**src/rtl/fetch_unit.sv**
```systemverilog
// Instruction fetch: owns the PC, issues single-cycle-latency reads to instruction
// memory and buffers the returned {pc, instr} pairs in a 2-entry FIFO for decode.
module fetch_unit #(
  parameter int                    data_width   = 32,
  parameter logic [data_width-1:0] reset_vector = 32'hBFC00000
) (
  input  logic                  clk,
  input  logic                  rst_n,
  output logic                  imem_req,
  output logic [data_width-1:0] imem_addr,
  input  logic [data_width-1:0] imem_rdata,
  output logic                  instr_valid,
  input  logic                  instr_ready,
  output logic [data_width-1:0] instr_out,
  output logic [data_width-1:0] pc_out,
  input  logic                  redirect,
  input  logic [data_width-1:0] redirect_base,
  input  logic [data_width-1:0] ImmOp,
  output logic                  misaligned
);

  logic [data_width-1:0] pc_q, pc_d;
  logic [data_width-1:0] inflight_pc_q, inflight_pc_d;
  logic [1:0]            count_q, count_d;
  logic                  inflight_q, inflight_d;
  logic                  misaligned_q, misaligned_d;
  logic                  rd_ptr_q, rd_ptr_d;
  logic                  wr_ptr_q, wr_ptr_d;
  logic [data_width-1:0] fifo_pc_q [2];
  logic [data_width-1:0] fifo_pc_d [2];
  logic [data_width-1:0] fifo_instr_q [2];
  logic [data_width-1:0] fifo_instr_d [2];

  logic                  pop;
  logic                  push;
  logic                  drop;
  logic                  issue_ok;
  logic [2:0]            occupancy;
  logic [data_width-1:0] target;

  assign instr_valid = (count_q != 2'd0);
  assign instr_out   = fifo_instr_q[rd_ptr_q];
  assign pc_out      = fifo_pc_q[rd_ptr_q];
  assign misaligned  = misaligned_q;

  assign pop  = instr_valid && instr_ready;
  // A response landing in a redirect cycle belongs to the old path.
  assign drop = redirect;
  assign push = inflight_q && !drop;

  // Entries held plus the one in flight, after this cycle's pop, must leave room.
  assign occupancy = {1'b0, count_q} + {2'b00, inflight_q} - {2'b00, pop};
  assign issue_ok  = (occupancy < 3'd2);

  assign imem_req  = rst_n && !redirect && issue_ok;
  assign imem_addr = pc_q;

  assign target = redirect_base + {ImmOp[data_width-2:0], 1'b0};

  always_comb begin
    pc_d          = pc_q;
    inflight_pc_d = inflight_pc_q;
    inflight_d    = 1'b0;
    misaligned_d  = misaligned_q;
    rd_ptr_d      = rd_ptr_q ^ pop;
    wr_ptr_d      = wr_ptr_q;
    count_d       = count_q - {1'b0, pop} + {1'b0, push};
    fifo_pc_d     = fifo_pc_q;
    fifo_instr_d  = fifo_instr_q;

    if (push) begin
      fifo_pc_d[wr_ptr_q]    = inflight_pc_q;
      fifo_instr_d[wr_ptr_q] = imem_rdata;
      wr_ptr_d               = ~wr_ptr_q;
    end

    if (imem_req) begin
      pc_d          = pc_q + 4;
      inflight_d    = 1'b1;
      inflight_pc_d = pc_q;
    end

    if (redirect) begin
      pc_d       = {target[data_width-1:2], 2'b00};
      inflight_d = 1'b0;
      count_d    = 2'd0;
      rd_ptr_d   = 1'b0;
      wr_ptr_d   = 1'b0;
      if (target[1]) misaligned_d = 1'b1;
    end
  end

  always_ff @(posedge clk) begin
    if (!rst_n) begin
      pc_q          <= reset_vector;
      inflight_pc_q <= '0;
      inflight_q    <= 1'b0;
      misaligned_q  <= 1'b0;
      count_q       <= 2'd0;
      rd_ptr_q      <= 1'b0;
      wr_ptr_q      <= 1'b0;
      fifo_pc_q     <= '{default: '0};
      fifo_instr_q  <= '{default: '0};
    end else begin
      pc_q          <= pc_d;
      inflight_pc_q <= inflight_pc_d;
      inflight_q    <= inflight_d;
      misaligned_q  <= misaligned_d;
      count_q       <= count_d;
      rd_ptr_q      <= rd_ptr_d;
      wr_ptr_q      <= wr_ptr_d;
      fifo_pc_q     <= fifo_pc_d;
      fifo_instr_q  <= fifo_instr_d;
    end
  end

endmodule

```
**config.mk**
```make
export PLATFORM = sky130hd
export DESIGN_NAME = fetch_unit
export DESIGN_NICKNAME = d
export VERILOG_FILES = /design/src/rtl/fetch_unit.sv
export SDC_FILE = /design/constraint.sdc
export NUM_CORES = 1
export LEC_CHECK = 0
export BUFFER_PORTS_ARGS = -buffer_cell sky130_fd_sc_hd__buf_4
export CAP_MARGIN = 10
export CORE_MARGIN = 10
export CORE_UTILIZATION = 45
export CTS_CLUSTER_DIAMETER = 50
export CTS_CLUSTER_SIZE = 40
export DETAILED_ROUTE_END_ITERATION = 16
export GPL_TIMING_DRIVEN = 1
export PLACE_DENSITY = 0.69
export SYNTH_ARGS = -nofsm -noshare
export SYNTH_HDL_FRONTEND = slang
export SYNTH_SLANG_ARGS = --single-unit
```
**constraint.sdc**
```tcl
create_clock -name clk -period 3.6 [get_ports clk]
set_clock_uncertainty 0.15 [all_clocks]
set_input_delay 0 -clock clk [delete_from_list [all_inputs] [get_ports clk]]
set_output_delay 0 -clock clk [all_outputs]
set_load 0.005 [all_outputs]
```
==> run_results.csv, run 1 <==
group,metric,value,unit
drt,drtPass1Iterations,4,
job,drv_cap,0,
cts,cts_buffers,17,
sta,drv_slew,0,
synthesis,synth.cell_area,9910,um^2
global_routing,grt_antenna_before_repair,0,
sta,setup_tns,0,ns
drt,avgViaCountPerCell,5.18,
cts,clock_path_buffers,2,
drt,wl_per_cell,16.1,um
sta,rsz0062_at_grt,"yes",
final_layout,synthToLayoutAreaGrowth,28.4,%
outcome,status,"finished, final reports clean",
synthesis,ys_ff_latch,190,
pwr,cellLeakagePower,5.12,nW
sta,worst_pin_slew,0.847,ns
placement,place_ws,0.188,ns
worst_setup_path,cp.required,3.45,ns
final_layout,final-seq-area,3800,um^2
global_routing,grt_max_degree,74,
floorplanning,die_h,168,um
final_layout,antenna_cells,0,
sta,slew_headroom,43.4,%
cts,clkLatencyLatePin,0.43,ns
cts,cts_tree,"yes",
worst_setup_path,r2r_cells,15,
sta,layout_setup_ws,0.202,ns
floorplanning,die_x,168,um
cts,htreeDepth,4,
worst_setup_path,path_max_fanout,22,
synthesis,synth-seq-area-share,38.4,%
synthesis,synth_cell_types,68,
placement,dpl-instance-area,11500,um^2
global_routing,grt_pass1_wl,44600,um
placement,place_congestion,0.885,
final_layout,most-common-layout-cells,"348 x nand2_1, 200 x buf_4, 189 x dfxtp_1",
final_layout,final_nets,1536,
synthesis,yosys_warnings,0,
sta,final_hold_viol_count,0,
sta,setup_violations,0,
cts,clkTransAtPathRegs,0.07,ns
drt,drc,0,
pwr,p_per_area,401,nW/um^2
worst_hold_path,min_path_type,"primary input to flip-flop",
sta,finalCritPeriodShare,94.4,%
floorplanning,core_area,21800,um^2
final_layout,multi_input_area,5740,um^2
synthesis,syn_inst,1198,
final_layout,final_common_cell,"nand2_1",
global_routing,grtUsageTotal,18.8,%
cts,clock_sinks,190,
synthesis,synth_edf_count,0,
drt,final_antenna_net_count,0,
worst_setup_path,cp-end-kind,"output port",
final_layout,final_cell_area,12700,um^2
global_routing,grt_pass1_vias,8867,
pwr,peakVddDrop,0.308,mV
final_layout,final.fill_count,1973,
sta,fmax,294,MHz
global_routing,grt.overflow.total,0,
worst_hold_path,hold_depth,5,
floorplanning,initial_core_util,45.5,%
drt,wirelength,27300,um
floorplanning,ioPinCount,199,
synthesis,avgSynthCellArea,8.27,um^2
worst_setup_path,crit_type,"flip-flop to output port",
sta,layout_min_cycle_time,3.40,ns
worst_setup_path,critPathArrivalTime,3.25,ns
synthesis,ys_async_sr_fraction,0,%
synthesis,ys.flop_type,"dfxtp_1",
floorplanning,dieArea,28300,um^2
final_layout,drive_gt1_share,22.6,%
floorplanning,rows,54,
drt,drt_iter0_markers,503,
drt,vias,8770,
worst_setup_path,critPathLaunchType,"flip-flop",
placement,port_buffers,192,
cts,cts_root_buf,"clkbuf_16",
cts,postCtsSetupBuffers,0,
placement,dp_hpwl,19000,um
final cells by class:
cell class | count | area share [%]
multi-input cells | 914 | 45.2
repair buffers | 260 | 16.8
clock inverters | 15 | 1.55
clock buffers | 17 | 3.34
well taps | 280 | 2.75
inverters | 17 | 0.502
flip-flops and latches | 190 | 29.9
cell usage after synthesis, types with 6 or more instances:
library cell	instances	area, um^2
ha_1	34	425
o211a_1	10	100
clkbuf_1	62	233
buf_1	11	41.3
mux2_2	63	709
nand2_1	348	1310
o21a_1	6	45.0
a21oi_1	35	175
nand4_1	10	62.6
and3_1	8	50.1
inv_1	16	60.1
o21ai_0	24	120
a21boi_0	156	1170
nand3_1	23	115
a21o_1	12	90.1
nor2_1	28	105
dfxtp_1	190	3800
xor2_1	27	236
xnor2_1	31	272
o211ai_1	7	52.6
nor3_1	11	55.1
kinds of logic (layout without fill, tap and decap cells):
kind of cell	count (synthesis)	in the layout	share of synthesized area, %
simple gates	466	466	20.0
mux	64	64	7.26
compound gates	286	286	20.5
buf+inv	97	309	3.98
flops	190	190	38.4
other cells	1	4	0.0379
fa+ha+maj	36	36	4.70
xor+xnor	58	58	5.13
per-layer routing:
metal	global-route usage (%)	part of all wire, %	wire length, um	up-vias
met5	0	0	0	-
met4	5.49	1.5	412	0
met3	6.64	7.7	2100	36
met2	30.9	46	12400	223
met1	22.8	45	12400	4029
li1	-	-	-	4482
final timing paths:
kind	startpoint	end	slack, ns
max	count_q[1]	imem_req	0.20
min	redirect_base[8]	imem_addr[8]	0.01
max reg2reg	count_q[1]	imem_addr[28]	0.23
min reg2reg	fifo_instr_q[5]	fifo_instr_q[5]	0.31
worst max-delay path, cell delays in order, from the launching register on:
cell,delay (ns)
dfxtp_1,0.36
or2_2,0.32
and2_1,0.20
ha_1,0.28
nand2b_1,0.16
fa_1,0.38
xnor2_1,0.13
and2_1,0.18
nand2_2,0.15
clkinv_1,0.12
buf_6,0.18
buf_4,0.19
buf_4,0.15
sequential cells by signal, indices dropped and copies added (netlist names):
signal / cells
count_q: 2
fifo_instr_q: 64
fifo_pc_q: 60
imem_addr: 30
inflight_pc_q: 30
inflight_q: 1
misaligned: 1
rd_ptr_q: 1
wr_ptr_q: 1
per-stage QoR:
step / total power, W / hold WS [ns] / std cells / utilization, %
2_1_floorplan: 0.00278 / -0.00508 / 1201 / -
3_3_place_gp: 0.00310 / 0.121 / 1605 / 53.0
3_5_place_dp: 0.00310 / 0.128 / 1605 / 53.0
4_1_cts: 0.00514 / 0.00197 / 1693 / 58.4
5_1_grt: 0.00534 / 0.0379 / 1693 / 58.5
6_report: 0.00509 / 0.0126 / 1693 / 58.5
where the power goes:
| part | switching (W) | internal (W) | total [W] |
|---|---|---|---|
| combinational | 0.000418 | 0.000428 | 0.000846 |
| sequential | 0.0000945 | 0.00218 | 0.00227 |
| clock | 0.000859 | 0.00112 | 0.00198 |
| total | 0.00137 | 0.00372 | 0.00509 |
timing repair:
item,CTS,global route
hold buffers,56,0
endpoints found under the hold margin,115,0
endpoints found under the setup margin,0,4
gates resized for setup,0,3
Note: power is estimated with default switching activity, not from simulation.
==> run 2: changes to the inputs <==
--- a/config.mk
+++ b/config.mk
@@ -7,13 +7,14 @@
 export LEC_CHECK = 0
 export BUFFER_PORTS_ARGS = -buffer_cell sky130_fd_sc_hd__buf_4
 export CAP_MARGIN = 10
-export CORE_MARGIN = 10
+export CORE_MARGIN = 2
 export CORE_UTILIZATION = 45
 export CTS_CLUSTER_DIAMETER = 50
 export CTS_CLUSTER_SIZE = 40
 export DETAILED_ROUTE_END_ITERATION = 16
 export GPL_TIMING_DRIVEN = 1
 export PLACE_DENSITY = 0.69
+export RECOVER_POWER = 100
 export SYNTH_ARGS = -nofsm -noshare
 export SYNTH_HDL_FRONTEND = slang
 export SYNTH_SLANG_ARGS = --single-unit
==> run 2 against run 1 <==
Effect of this change: the flow now finishes with violations (max-capacitance violations, max-slew violations); register-to-register slack about the same; worst hold slack improved by 0.0040 ns; routed wire length decreased by 6.6%; maximum frequency increased by 0.82%; sequential cell count unchanged; critical path depth increased by 1; design area decreased by 1.7%; core utilization decreased by 0.80 points; clock power decreased by 5%; total power decreased by 2.6%; critical endpoint is now imem_addr[15]; highest routed layer unchanged.
==> run_results.csv, run 2 (same netlist as run 1, synthesis figures left out) <==
group,metric,value,unit
outcome,violations,"max-capacitance violations, max-slew violations",
worst_setup_path,crit_type,"flip-flop to flip-flop",
floorplanning,core_area,21700,um^2
placement,dp_hpwl,17200,um
cts,cts_tree,"yes",
drt,wirelength,25500,um
floorplanning,ioPinCount,199,
sta,rsz0062_at_grt,"no",
pwr,p_per_area,397,nW/um^2
worst_setup_path,path_buf_inv,1,
worst_setup_path,critical_path.startpoint,"count_q[0]",
final_layout,most-common-layout-cells,"348 x nand2_1, 190 x dfxtp_1, 156 x a21boi_0",
final_layout,final_common_cell,"nand2_1",
pwr,p_total,0.00496,W
final_layout,synthToLayoutAreaGrowth,26.2,%
final_layout,antenna_cells,0,
sta,drv_slew,50,
worst_hold_path,min_path_type,"primary input to flip-flop",
cts,cts_root_buf,"clkbuf_16",
floorplanning,dieArea,23200,um^2
worst_setup_path,r2r_start,"count_q[0]",
final_layout,final_nets,1535,
cts,cts_buffers,17,
drt,final_antenna_net_count,0,
pwr,combinationalPowerShare,16.4,%
drt,drt_iter0_markers,461,
drt,drtPass1Iterations,5,
cts,clock_sinks,190,
global_routing,grt_pass1_vias,8572,
worst_setup_path,cp_slowest_cell,"clkbuf_1",
final_layout,top_regs,"fifo_instr_q: 64 flops, fifo_pc_q: 60 flops",
final_layout,multi_input_area,5730,um^2
worst_hold_path,min_from,"ImmOp[2]",
worst_setup_path,critPathArrivalTime,3.54,ns
cts,htreeDepth,4,
final_layout,drive_gt1_share,19.1,%
cts,clock_path_buffers,2,
final_layout,final.fill_count,2043,
global_routing,grtUsageTotal,21.6,%
floorplanning,die_h,152,um
placement,place_congestion,0.904,
pwr,switchingPower,0.00132,W
floorplanning,rows,54,
global_routing,grt_antenna_before_repair,0,
sta,slew_headroom,-32.7,%
pwr,intPower,0.00365,W
pwr,p_seq_share,45.8,%
drt,avgViaCountPerCell,5.22,
sta,setup_violations,0,
final_layout,largest_reg_flops,64,
global_routing,grt_pass1_wl,42000,um
pwr,peakVddDrop,0.329,mV
worst_setup_path,path_common_cell,"and2_1",
pwr,cellLeakagePower,4.92,nW
drt,vias,8822,
worst_setup_path,cp-end-kind,"flip-flop",
worst_setup_path,cpPeakStageDelay,0.39,ns
final_layout,final-seq-area,3800,um^2
placement,port_buffers,192,
sta,setup_tns,0,ns
sta,worst_pin_slew,1.98,ns
sta,layout_min_cycle_time,3.37,ns
worst_setup_path,cp_top_family,"simple AND/OR/NAND/NOR gates",
cts,clkLatencyLatePin,0.43,ns
global_routing,grt_max_degree,91,
job,drv_cap,2,
worst_setup_path,path_max_fanout,7,
drt,wl_per_cell,15.1,um
pwr,clkPwrFrac,37.8,%
floorplanning,die_x,152,um
sta,final_hold_viol_count,0,
sta,finalCritPeriodShare,93.6,%
drt,drc,0,
worst_setup_path,crit_path_cell_trace,"or2_2 -> and2_1 -> ha_1 -> nand2b_1 -> fa_1 -> xnor2_1 -> and2_1 -> clkbuf_1 -> and3_1 -> nand2_1 -> nor2_1 -> xor2_1 -> o211a_1",
outcome,status,"complete, but fails checks",
global_routing,grt.overflow.total,0,
sta,layout_setup_ws,0.229,ns
pwr,swShare,26.5,%
worst_setup_path,critPathLaunchType,"flip-flop",
sta,fmax,297,MHz
final_layout,top_register,"fifo_instr_q",
cts,clkTransAtPathRegs,0.07,ns
placement,place_ws,0.176,ns
floorplanning,initial_core_util,45.7,%
worst_setup_path,cp.required,3.77,ns
[run 2: metrics by stage]
stage	instances	utilization [%]	area, um^2	hold WS, ns
after global routing	1691	57.7	12500	0.0317
after floorplan	1201	-	9920	-0.00508
final	1691	57.7	12500	0.0165
after detailed placement	1606	53.2	11500	0.129
after CTS	1690	58.3	12700	0.00511
after global placement	1606	53.2	11500	0.122
[run 2: final cells by class]
cell class | count | area share [%]
clock buffers | 20 | 3.65
clock inverters | 11 | 1.07
inverters | 17 | 0.510
multi-input cells | 914 | 45.8
flip-flops and latches | 190 | 30.4
well taps | 280 | 2.80
repair buffers | 259 | 15.7
[run 2: metal layers]
metal | up-vias | GRT usage [%] | part of all wire, %
li1 | 4482 | - | -
met1 | 4047 | 27.6 | 46
met4 | 0 | 8.28 | 2.4
met5 | - | 0 | 0
met2 | 243 | 35.3 | 45
met3 | 50 | 5.29 | 6.1
[run 2: worst paths after layout]
check,endpoint,slack [ns],cells past startpoint
worst min register to register,fifo_pc_q[17],0.31,2
worst max register to register,imem_addr[15],0.23,13
worst min-delay path,imem_addr[3],0.02,5
worst max-delay path,imem_addr[15],0.23,13
[run 2: what timing repair did]
action / 4_1_cts / 5_1_grt
hold endpoints to repair: 93 / 0
hold buffers: 53 / 0
setup buffers: 0 / 1
resized for setup: 0 / 7
setup endpoints to repair: 0 / 4
[run 2: power groups by stage]
stage	Sequential, W	Clock [W]	Combinational, W
finish	0.00227	0.00188	0.000813
global route	0.00228	0.00200	0.000899
CTS	0.00227	0.00193	0.000834
detailed placement	0.00232	0	0.000776
global placement	0.00232	0	0.000772
floorplan	0.00229	0	0.000483
[run 2: worst reg2reg max path, cell delays in order (launching register included)]
cell and delay, ns:
dfxtp_1 0.32, or2_2 0.28, and2_1 0.20, ha_1 0.27, nand2b_1 0.15, fa_1 0.37
xnor2_1 0.14, and2_1 0.20, clkbuf_1 0.39, and3_1 0.28, nand2_1 0.12, nor2_1 0.13
xor2_1 0.08, o211a_1 0.20
